$ cat config.mk
export PLATFORM = sky130hd
export DESIGN_NAME = bip_addsub_acc
export DESIGN_NICKNAME = d
export VERILOG_FILES = /design/src/rtl/bip_addsub_acc.sv
export SDC_FILE = /design/constraint.sdc
export NUM_CORES = 1
export LEC_CHECK = 0
export CORE_MARGIN = 2
export CORE_UTILIZATION = 35
export CTS_CLUSTER_SIZE = 14
export DETAILED_ROUTE_END_ITERATION = 7
export GPL_TIMING_DRIVEN = 0
export SYNTH_ARGS = -nofsm -noshare
export SYNTH_HDL_FRONTEND = slang
export SYNTH_SLANG_ARGS = --single-unit
$ cat constraint.sdc
create_clock -name clk -period 5 [get_ports clk]
set_input_delay 0.5 -clock clk [delete_from_list [all_inputs] [get_ports clk]]
set_output_delay 0.5 -clock clk [all_outputs]
set_load 0.01 [all_outputs]
$ cat src/rtl/bip_addsub_acc.sv
// Registered add/subtract unit with internal accumulator for the BIP datapath.
// One result register behind a valid/ready handshake, optional signed saturation.
module bip_addsub_acc #(
    parameter int WIDTH    = 11,
    parameter bit SATURATE = 1'b0
) (
    input  logic             clk,
    input  logic             rst_n,
    input  logic             in_valid,
    output logic             in_ready,
    input  logic [2:0]       op,
    input  logic [WIDTH-1:0] a,
    input  logic [WIDTH-1:0] b,
    output logic             out_valid,
    input  logic             out_ready,
    output logic [WIDTH-1:0] z,
    output logic             flag_z,
    output logic             flag_n,
    output logic             flag_v,
    output logic             flag_c,
    output logic [WIDTH-1:0] acc
);

    localparam logic [2:0] OP_ADD    = 3'b000;
    localparam logic [2:0] OP_SUB    = 3'b001;
    localparam logic [2:0] OP_ACCADD = 3'b010;
    localparam logic [2:0] OP_ACCSUB = 3'b011;
    localparam logic [2:0] OP_LOAD   = 3'b100;
    localparam logic [2:0] OP_CLR    = 3'b101;

    localparam logic [WIDTH-1:0] MAX_POS = {1'b0, {(WIDTH-1){1'b1}}};
    localparam logic [WIDTH-1:0] MAX_NEG = {1'b1, {(WIDTH-1){1'b0}}};

    logic [WIDTH-1:0] opx;
    logic [WIDTH-1:0] opy;
    logic [WIDTH-1:0] opy_eff;
    logic             do_sub;
    logic             arith;
    logic             acc_wr;
    logic [WIDTH:0]   sum;
    logic             ovf;
    logic [WIDTH-1:0] res;
    logic             res_v;
    logic             res_c;
    logic             accept;

    // Operand routing: accumulator ops use acc as the first operand and a as the second.
    always_comb begin
        opx    = a;
        opy    = b;
        do_sub = 1'b0;
        arith  = 1'b0;
        acc_wr = 1'b0;
        case (op)
            OP_ADD: begin
                arith = 1'b1;
            end
            OP_SUB: begin
                arith  = 1'b1;
                do_sub = 1'b1;
            end
            OP_ACCADD: begin
                opx    = acc;
                opy    = a;
                arith  = 1'b1;
                acc_wr = 1'b1;
            end
            OP_ACCSUB: begin
                opx    = acc;
                opy    = a;
                arith  = 1'b1;
                do_sub = 1'b1;
                acc_wr = 1'b1;
            end
            OP_LOAD: begin
                acc_wr = 1'b1;
            end
            OP_CLR: begin
                acc_wr = 1'b1;
            end
            default: begin
                arith = 1'b0;
            end
        endcase
    end

    // Subtraction is x + ~y + 1, so the carry out reads as "no borrow".
    assign opy_eff = do_sub ? ~opy : opy;
    assign sum     = {1'b0, opx} + {1'b0, opy_eff} + {{WIDTH{1'b0}}, do_sub};
    assign ovf     = (opx[WIDTH-1] == opy_eff[WIDTH-1]) && (sum[WIDTH-1] != opx[WIDTH-1]);

    always_comb begin
        res   = a;
        res_v = 1'b0;
        res_c = 1'b0;
        if (arith) begin
            res_v = ovf;
            res_c = sum[WIDTH];
            if (SATURATE && ovf) begin
                res = opx[WIDTH-1] ? MAX_NEG : MAX_POS;
            end else begin
                res = sum[WIDTH-1:0];
            end
        end else if (op == OP_CLR) begin
            res = '0;
        end
    end

    assign in_ready = !out_valid || out_ready;
    assign accept   = in_valid && in_ready;

    // Flags are registered alongside z so they clear with reset and hold when consumed.
    always_ff @(posedge clk or negedge rst_n) begin
        if (!rst_n) begin
            out_valid <= 1'b0;
            z         <= '0;
            flag_z    <= 1'b0;
            flag_n    <= 1'b0;
            flag_v    <= 1'b0;
            flag_c    <= 1'b0;
            acc       <= '0;
        end else if (accept) begin
            out_valid <= 1'b1;
            z         <= res;
            flag_z    <= (res == '0);
            flag_n    <= res[WIDTH-1];
            flag_v    <= res_v;
            flag_c    <= res_c;
            if (acc_wr) begin
                acc <= res;
            end
        end else if (out_valid && out_ready) begin
            out_valid <= 1'b0;
        end
    end

endmodule

### After elaboration in Yosys (flattened, before gate mapping)

Cells that the tools add are included.

| operators by class | value |
|---|---|
| $add $sub $neg | 2 |
| eq/ne operators | 7 |
| multiplexer cells | 12 |
| bitwise gates (word level) | 1 |
| reductions and logical operators | 13 |

Operators with widths:

| kind | count |
|---|---|
| $mux W11 | 5 |
| $add A11 B11 Y12 | 1 |
| $add A12 B1 Y12 | 1 |
| $logic_not A11 Y1 | 1 |
| $not A11 Y11 | 1 |
| $reduce_or A4 Y1 | 2 |
| $mux W1 | 7 |
| $eq A3 B2 Y1 const B | 2 |
| $eq A3 B3 Y1 const B | 2 |
| $reduce_or A2 Y1 | 2 |
| $eq A3 B1 Y1 const B | 1 |
| $logic_and A1 B1 Y1 | 3 |
| $logic_not A3 Y1 | 1 |
| $reduce_and A2 Y1 | 1 |
| $reduce_bool A2 Y1 | 1 |
| $eq A1 B1 Y1 | 1 |
| $logic_not A1 Y1 | 1 |
| $logic_or A1 B1 Y1 | 1 |
| $ne A1 B1 Y1 | 1 |

| storage, ports and cells | value |
|---|---|
| register bits after elaboration | 27 |
| bits of input ports | 29 |
| logic and storage cells | 42 |

### Logic depth before layout (Yosys ltp)

Gate-level depths: netlist of the first run.

| logic depth | value |
|---|---|
| depth in word-level cells | 10 |
| mapped depth | 15 |
| mapped depth without buffers | 12 |

### Worst setup path after synthesis of the first run

Ideal clock, no wire load.

| timing | value |
|---|---|
| kind | in2reg |
| start | input op[2] |
| end | register flag_z |
| library setup time | 0.103 ns |
| arrival time | 4.230 ns |
| slack | 0.666 ns |
| stages | 14 |
| cells stage by stage | inv_1 -> ha_1 -> buf_6 -> clkbuf_1 -> clkbuf_1 -> mux2_2 -> fa_1 -> a211o_1 -> a2111oi_4 -> nor3_1 -> a2111o_1 -> xnor2_1 -> o21ai_1 -> o41ai_2 |

| between the ends | value |
|---|---|
| longest elaborated chain between the ends | 9 |
| elaborated cells between the ends (all ways) | 19 |
| classes of those cells | 2 x add/sub; 4 x eq/ne; 7 x mux; 1 x bitwise; 5 x reduce/logical |

RTL lines:

| element | line | text |
|---|---|---|
| from (decl) | 11 | `input logic [2:0] op,` |
| $eq A3 B2 Y1 | 54 | `case (op)` |
| $reduce_or A2 Y1 (no line) | n/a |  |
| $mux W11 | 54 |  |
| $not A11 Y11 | 88 | `assign opy_eff = do_sub ? ~opy : opy;` |
| $mux W11 | 88 |  |
| $add A11 B11 Y12 | 89 | `assign sum = {1'b0, opx} + {1'b0, opy_eff} + {{WIDTH{1'b0}}, do_sub};` |
| $add A12 B1 Y12 | 89 |  |
| $mux W11 * | 96 | `if (arith) begin` |
| $logic_not A11 Y1 * | 125 | `flag_z <= (res == '0);` |
| to (signal assigned) | 125 |  |
| to (decl) | 17 | `output logic flag_z,` |

Every way passes the cells marked *; elsewhere a longest branch is shown, timed or not.
A chain may end at the register's enable or synchronous reset.

### Worst setup path after layout of the first run

| timing | value |
|---|---|
| start | input op[0] |
| end | register flag_z |

Same word-level chain as after synthesis.

==> results of run 1 <==
[critical path: cells and delay by family]
| kind | cells | cell delay [ps] |
|---|---|---|
| compound gates | 5 | 1640 |
| fa+ha+maj | 1 | 470 |
| xor+xnor | 1 | 240 |
| simple gates | 3 | 490 |
| buf+inv | 2 | 1110 |
[cells by family (layout without fill, tap and decap cells)]
logic type | count (synthesis) | count (layout) | share of synthesized area
XOR/XNOR | 17 | 17 | 0.07292
flip-flops | 26 | 26 | 0.3186
AND/OR/NAND/NOR | 47 | 47 | 0.1164
adder cells (fa/ha/maj) | 13 | 13 | 0.08333
buffers and inverters | 17 | 74 | 0.03860
AO/OA/AOI/OAI | 61 | 61 | 0.2218
multiplexers | 28 | 28 | 0.1483
[metal layers]
metal  GRT usage  wire length [µm]
met5           0                 0
met4     0.01525                26
met3     0.02921               280
met2      0.2908              2602
met1      0.2264              2404
[cells in the mapped netlist, types with 2 or more instances]
master and count:
xor2_1 4, a21o_1 4, o31ai_1 2, inv_1 6, mux2i_1 10, buf_4 2
a21oi_1 8, or2_2 2, o31a_1 2, nor2b_1 2, nor3_1 2, nand2_1 21
a22oi_1 5, ha_1 12, nor2_1 2, xnor2_1 13, o21ai_0 17, clkbuf_1 8
nand2b_1 3, dfrtp_1 26, and2_1 2, mux2_2 18, a22o_1 2, o21a_1 2
a32o_1 3, nand3_1 6, o21ai_1 2
[power breakdown]
group          internal, mW  switching, mW
registers             0.267         0.0457
clock network         0.107         0.0672
logic                 0.268          0.231
total                 0.642          0.344
[placed cells by master, fill, tap and decap left out, types with 2 or more instances in the layout]
master	netlist	final
nor2b_1	2	2
dfrtp_1	26	26
ha_1	12	12
a22o_1	2	2
a21oi_1	8	8
buf_4	2	2
clkdlybuf4s50_1	0	55
inv_1	6	6
o21ai_1	2	2
xor2_1	4	4
o31ai_1	2	2
nand3_1	6	6
nor2_1	2	2
and2_1	2	2
o31a_1	2	2
clkbuf_8	0	3
a32o_1	3	3
o21a_1	2	2
or2_2	2	2
a22oi_1	5	5
nand2_1	21	21
clkbuf_1	8	6
nand2b_1	3	3
xnor2_1	13	13
mux2i_1	10	10
nor3_1	2	2
a21o_1	4	4
o21ai_0	17	17
mux2_2	18	18
[how the worst min path moves through the flow]
stage / start / slack (ps) / end
after floorplan: rst_n / 200 / acc[0]
after global placement: z[7] / 470 / z[7]
after detailed placement: flag_z / 480 / flag_z
after CTS: z[0] / 500 / z[0]
after global routing: flag_z / 530 / flag_z
final: flag_z / 490 / flag_z
[what timing repair did]
item	CTS	global route
hold buffers	0	0
hold endpoints to repair	0	0
pin swaps	0	0
setup endpoints to repair	4	1
[sequential cells by signal, indices dropped and copies added, names as in the netlist]
| register | cells |
|---|---|
| flag_c | 1 |
| z | 11 |
| out_valid | 1 |
| flag_v | 1 |
| acc | 11 |
| flag_z | 1 |
[stage by stage]
step	utilization	TNS (ps)
after global placement	0.4813	-2355
final	0.4927	0
after floorplan	-	0
after detailed placement	0.4813	-2315
after global routing	0.4927	0
after CTS	0.4934	0
[layout make-up]
class                           instances  share of cell area
Buffer                                  9             0.01777
Clock buffer                            3             0.01503
Tap cell                               72             0.03280
Inverter                                6            0.008200
Multi-Input combinational cell        166              0.4779
Clock inverter                          1             0.01093
Sequential cell                        26              0.2369
Timing Repair Buffer                   55              0.2005
==> flow_metrics.env, run 1 <==
export IMPL_global_route_wire_length_before_repair_mm=8.404
export IMPL_hold_path_class="flip-flop to flip-flop"
export IMPL_placed_cells=336
export IMPL_final_critical_path_setup_slack_ps=731.1
export IMPL_fillCellCount=565
export IMPL_synth_avg_cell_area_um2=9.770
export IMPL_worst_r2r_setup_slack_ps=1700
export IMPL_p_per_area_nw_per_um2=359.1
export IMPL_post_synth_top_area_fraction=0.3186
export IMPL_final_cell_area_um2=2746
export IMPL_synth_cell_types=50
export IMPL_critPathLaunchType="input port"
export IMPL_netlist_top_cells_area="dfrtp_1, mux2_2, ha_1"
export IMPL_post_route_cells_drive_above_1_share=0.1203
export IMPL_yosysWarnings=0
export IMPL_start_util=0.3663
export IMPL_timing_final_setup_violations=0
export IMPL_synth_yosys_seq_area_share=0.3186
export IMPL_critical_path_max_stage_delay_ps=600
export IMPL_global_route_usage_total=0.1678
export IMPL_die_width_um=80.38
export IMPL_worst_hold_path_num_cells=2
export IMPL_first_pass_iters=5
export IMPL_synth_edf_count=0
export IMPL_detail_route_drc_violations=0
export IMPL_cts_made_buffers=3
export IMPL_worst_endpoint_arrival_ps=4440
export IMPL_placed_area_um2=2683
export IMPL_hpwl_mm=4.312
export IMPL_irDropWorstVdd_v=0.0002867
export IMPL_seq_area_um2=650.6
export IMPL_detailedRoute_firstIterationViolations=72
export IMPL_synth_seq_cells=26
export IMPL_report_final_hold_viol_count=0
export IMPL_required_ps=5170
export IMPL_placeableCoreArea_um2=5574
export IMPL_tritoncts="built"
export IMPL_htree_num_levels=1
export IMPL_synthFlopType="dfrtp_1"
export IMPL_wl_per_cell_um=15.72
export IMPL_post_cts_resized=0
export IMPL_endpoint="flag_z"
export IMPL_gpl_final_weighted_congestion=0.8936
export IMPL_number_of_antenna_violations_at_the_first_check_in_global_routing=0
export IMPL_drt_antenna_net_count=0
export IMPL_worst_slew_pin_transition_ps=1157
export IMPL_io_buffers=55
export IMPL_drt_total_wl_mm=5.314
export IMPL_number_of_vias_per_cell_after_detailed_routing=5.334
export IMPL_critPathSlowestCell="clkbuf_1"
export IMPL_synthArstFlopShare=1.000
export IMPL_clock_sinks=26
export IMPL_cp_end_kind="flip-flop"
export IMPL_unrepaired_setup_endpoints_after_global_routing="false"
export IMPL_layout_area_overhead_vs_synth_pct=34.50
export IMPL_setup_worst_path_start="op[0]"
export IMPL_worstRegToRegCells=10
export IMPL_crit_type="input port to flip-flop"
export IMPL_skew_ps=9.405
export IMPL_critical_path_reg2reg_endpoint="flag_z"
export IMPL_max_slew_margin_rel=0.2260
export IMPL_netlist_area_um2=2042
export IMPL_finalPower_mw=0.9862
export IMPL_outcome="completed"
export IMPL_place_worst_setup_slack_ps=-490.2
export IMPL_layout_cells_non_filler=338
export IMPL_timing_final_crit_share=0.8538
export IMPL_number_of_global_route_vias_before_repair=1700
export IMPL_crit_path_cell_trace="clkdlybuf4s50_1 > nor2b_1 > clkbuf_1 > xnor2_1 > fa_1 > a211o_1 > a21o_1 > a22oi_1 > nand4_1 > a2111oi_0 > nand4b_1 > o41ai_2"
export IMPL_total_leakage_power_nw=1.132
export IMPL_synthesis_instances=209
export IMPL_core_rowCount=27
export IMPL_clock_insertion_delay_worst_skew_ps=280
export IMPL_grt_remaining_overflow=0
export IMPL_clkSlewWorstSetupHoldPaths_ps=80
export IMPL_cts_root_buf="clkbuf_8"
export IMPL_synth_largest_area_cell="dfrtp_1"
export IMPL_design_die_area_um2=6461
export IMPL_reg2reg_from="acc[0]"
export IMPL_vias=1803
export IMPL_synthesis_nets=251
export IMPL_n_antenna_cell=0
export IMPL_hold_ws_ps=493.6
export IMPL_drv_cap=0
export IMPL_path_max_fanout=10
export IMPL_fp_dieH_um=80.38
export IMPL_max_freq_ghz=0.2343
export IMPL_design_portCount=57
export IMPL_timing_final_crit_period_ps=4269
export IMPL_pin_count_of_the_biggest_net_entering_global_routing=27
export IMPL_post_cts_buffers=0
export IMPL_maxSlewViolCount=0
export IMPL_clock_path_buffers=2
export IMPL_multiInputGateArea_um2=1313
export IMPL_final_net_count=309
Power figures use the tool's default switching activity.
==> inputs of run 2 (changes only) <==
Settings changed: RECOVER_POWER set to 100.
==> run 2 against run 1 <==
Compared with the run above:
- sequential power is essentially flat
- combinational power decreased by 5.0%
- routed wire length down 0.26%
- global-route usage unchanged
- die area stayed put
- worst setup slack worse by 120 ps
- highest routed layer unchanged
- largest cell class unchanged
- sequential cell count is the same
- clock skew about the same
- clock power about the same
- total power down 2.8%
==> flow_metrics.env, run 2 (same netlist as run 1, synthesis figures left out) <==
export IMPL_total_leakage_power_nw=1.163
export IMPL_worst_r2r_setup_slack_ps=1660
export IMPL_tritoncts="built"
export IMPL_layout_area_overhead_vs_synth_pct=34.13
export IMPL_critical_path_reg2reg_endpoint="flag_z"
export IMPL_gpl_final_weighted_congestion=0.8936
export IMPL_start_util=0.3663
export IMPL_skew_ps=9.648
export IMPL_placeableCoreArea_um2=5574
export IMPL_cp_end_kind="flip-flop"
export IMPL_layout_common_cells="dlygate4sd3_1, dfrtp_1, clkdlybuf4s50_1"
export IMPL_clock_sinks=26
export IMPL_fillCellCount=565
export IMPL_critical_path_max_stage_delay_ps=600
export IMPL_vias=1804
export IMPL_clkSlewWorstSetupHoldPaths_ps=80
export IMPL_final_critical_path_setup_slack_ps=615.3
export IMPL_max_freq_ghz=0.2281
export IMPL_htree_num_levels=1
export IMPL_post_cts_buffers=0
export IMPL_finalPower_mw=0.9588
export IMPL_global_route_usage_total=0.1678
export IMPL_post_route_cells_drive_above_1_share=0.1165
export IMPL_crit_path_cell_trace="dlygate4sd3_1 > nor2b_1 > clkbuf_1 > xnor2_1 > fa_1 > a211o_1 > a21o_1 > a22oi_1 > nand4_1 > a2111oi_0 > nand4b_1 > o41ai_1"
export IMPL_die_width_um=80.38
export IMPL_max_slew_margin_rel=0.2206
export IMPL_unrepaired_setup_endpoints_after_global_routing="false"
export IMPL_hold_ws_ps=488.9
export IMPL_setup_worst_path_start="op[2]"
export IMPL_critPathSlowestCell="dlygate4sd3_1"
export IMPL_maxSlewViolCount=0
export IMPL_timing_final_crit_share=0.8769
export IMPL_first_pass_iters=4
export IMPL_endpoint="flag_z"
export IMPL_hpwl_mm=4.312
export IMPL_wl_per_cell_um=15.68
export IMPL_critPathLaunchType="input port"
export IMPL_layout_top_registers="acc: 11 flops, z: 11 flops"
export IMPL_drt_total_wl_mm=5.300
export IMPL_cts_made_buffers=3
export IMPL_core_rowCount=27
export IMPL_number_of_antenna_violations_at_the_first_check_in_global_routing=0
export IMPL_final_net_count=309
export IMPL_drt_antenna_net_count=0
export IMPL_pin_count_of_the_biggest_net_entering_global_routing=27
export IMPL_timing_final_crit_period_ps=4385
export IMPL_clock_insertion_delay_worst_skew_ps=280
export IMPL_cts_root_buf="clkbuf_8"
export IMPL_design_portCount=57
export IMPL_detail_route_drc_violations=0
export IMPL_worst_endpoint_arrival_ps=4550
export IMPL_fp_dieH_um=80.38
export IMPL_crit_type="input port to flip-flop"
export IMPL_detailedRoute_firstIterationViolations=79
export IMPL_irDropWorstVdd_v=0.0002792
export IMPL_worst_slew_pin_transition_ps=1165
export IMPL_reg2reg_from="acc[0]"
export IMPL_hold_path_class="flip-flop to flip-flop"
export IMPL_report_final_hold_viol_count=0
export IMPL_n_antenna_cell=0
export IMPL_sum_of_negative_setup_slack_ps=0
export IMPL_number_of_vias_per_cell_after_detailed_routing=5.337
export IMPL_layout_commonest_cell="dlygate4sd3_1"
export IMPL_required_ps=5160
export IMPL_design_die_area_um2=6461
export IMPL_clock_path_buffers=2
export IMPL_number_of_global_route_vias_before_repair=1700
export IMPL_drv_cap=0
export IMPL_io_buffers=55
export IMPL_p_per_area_nw_per_um2=350.1
export IMPL_place_worst_setup_slack_ps=-490.2
export IMPL_outcome="completed"
export IMPL_timing_final_setup_violations=0
export IMPL_worstRegToRegCells=10
export IMPL_path_max_fanout=10
export IMPL_grt_remaining_overflow=0
export IMPL_global_route_wire_length_before_repair_mm=8.404
-- run 2: cell types whose count changed in the layout (fill, tap and decap cells not counted) --
cell / change
clkdlybuf4s50_1: -31
dlygate4sd3_1: +31
o41ai_2: -1
o41ai_1: +1
o21ai_1: -2
o21ai_0: +2
-- run 2: worst min path at each step --
stage | from | to | slack, ps | cells past startpoint
after floorplan | rst_n | acc[0] | 200 | 0
after global placement | z[7] | z[7] | 470 | 2
after detailed placement | flag_z | flag_z | 480 | 2
after CTS | z[0] | z[0] | 500 | 2
after global routing | flag_z | flag_z | 530 | 2
final | flag_z | flag_z | 490 | 2
-- run 2: layer usage --
| layer | track usage | share of wire | vias to the layer above |
|---|---|---|---|
| met1 | 0.2264 | 0.46 | 861 |
| met3 | 0.02921 | 0.045 | 4 |
| li1 | - | - | 890 |
| met5 | 0 | 0 | - |
| met4 | 0.01525 | 0.0049 | 0 |
| met2 | 0.2908 | 0.49 | 49 |
-- run 2: critical path: cells and delay by family --
family	cells	cell delay (ps)
AND/OR/NAND/NOR	3	440
AO/OA/AOI/OAI	5	1690
buffers and inverters	2	1190
adder cells (fa/ha/maj)	1	470
XOR/XNOR	1	240
-- run 2: per-stage QoR --
step	std cells	utilization	area, µm²
floorplan	209	-	2042
global placement	336	0.4813	2683
detailed placement	336	0.4813	2683
CTS	339	0.4934	2750
global route	338	0.4914	2739
finish	338	0.4914	2739
-- run 2: power breakdown --
| part | switching [mW] | internal (mW) |
|---|---|---|
| Sequential | 0.0433 | 0.267 |
| Combinational | 0.230 | 0.244 |
| Clock | 0.0670 | 0.107 |
-- run 2: final cells by class --
| class | instances | area (µm²) | share of cell area |
|---|---|---|---|
| multi-input combinational | 166 | 1305 | 0.4765 |
| sequential | 26 | 650.6 | 0.2376 |
| timing repair buffer | 55 | 550.5 | 0.2010 |
| tap | 72 | 90.09 | 0.03289 |
| buffer | 9 | 48.80 | 0.01782 |
| clock buffer | 3 | 41.29 | 0.01508 |
| clock inverter | 1 | 30.03 | 0.01096 |
| inverter | 6 | 22.52 | 0.008223 |
-- run 2: what timing repair did --
action | CTS | global route
setup endpoints to repair | 4 | 1
gates resized for setup | 0 | 0
hold buffers | 0 | 0
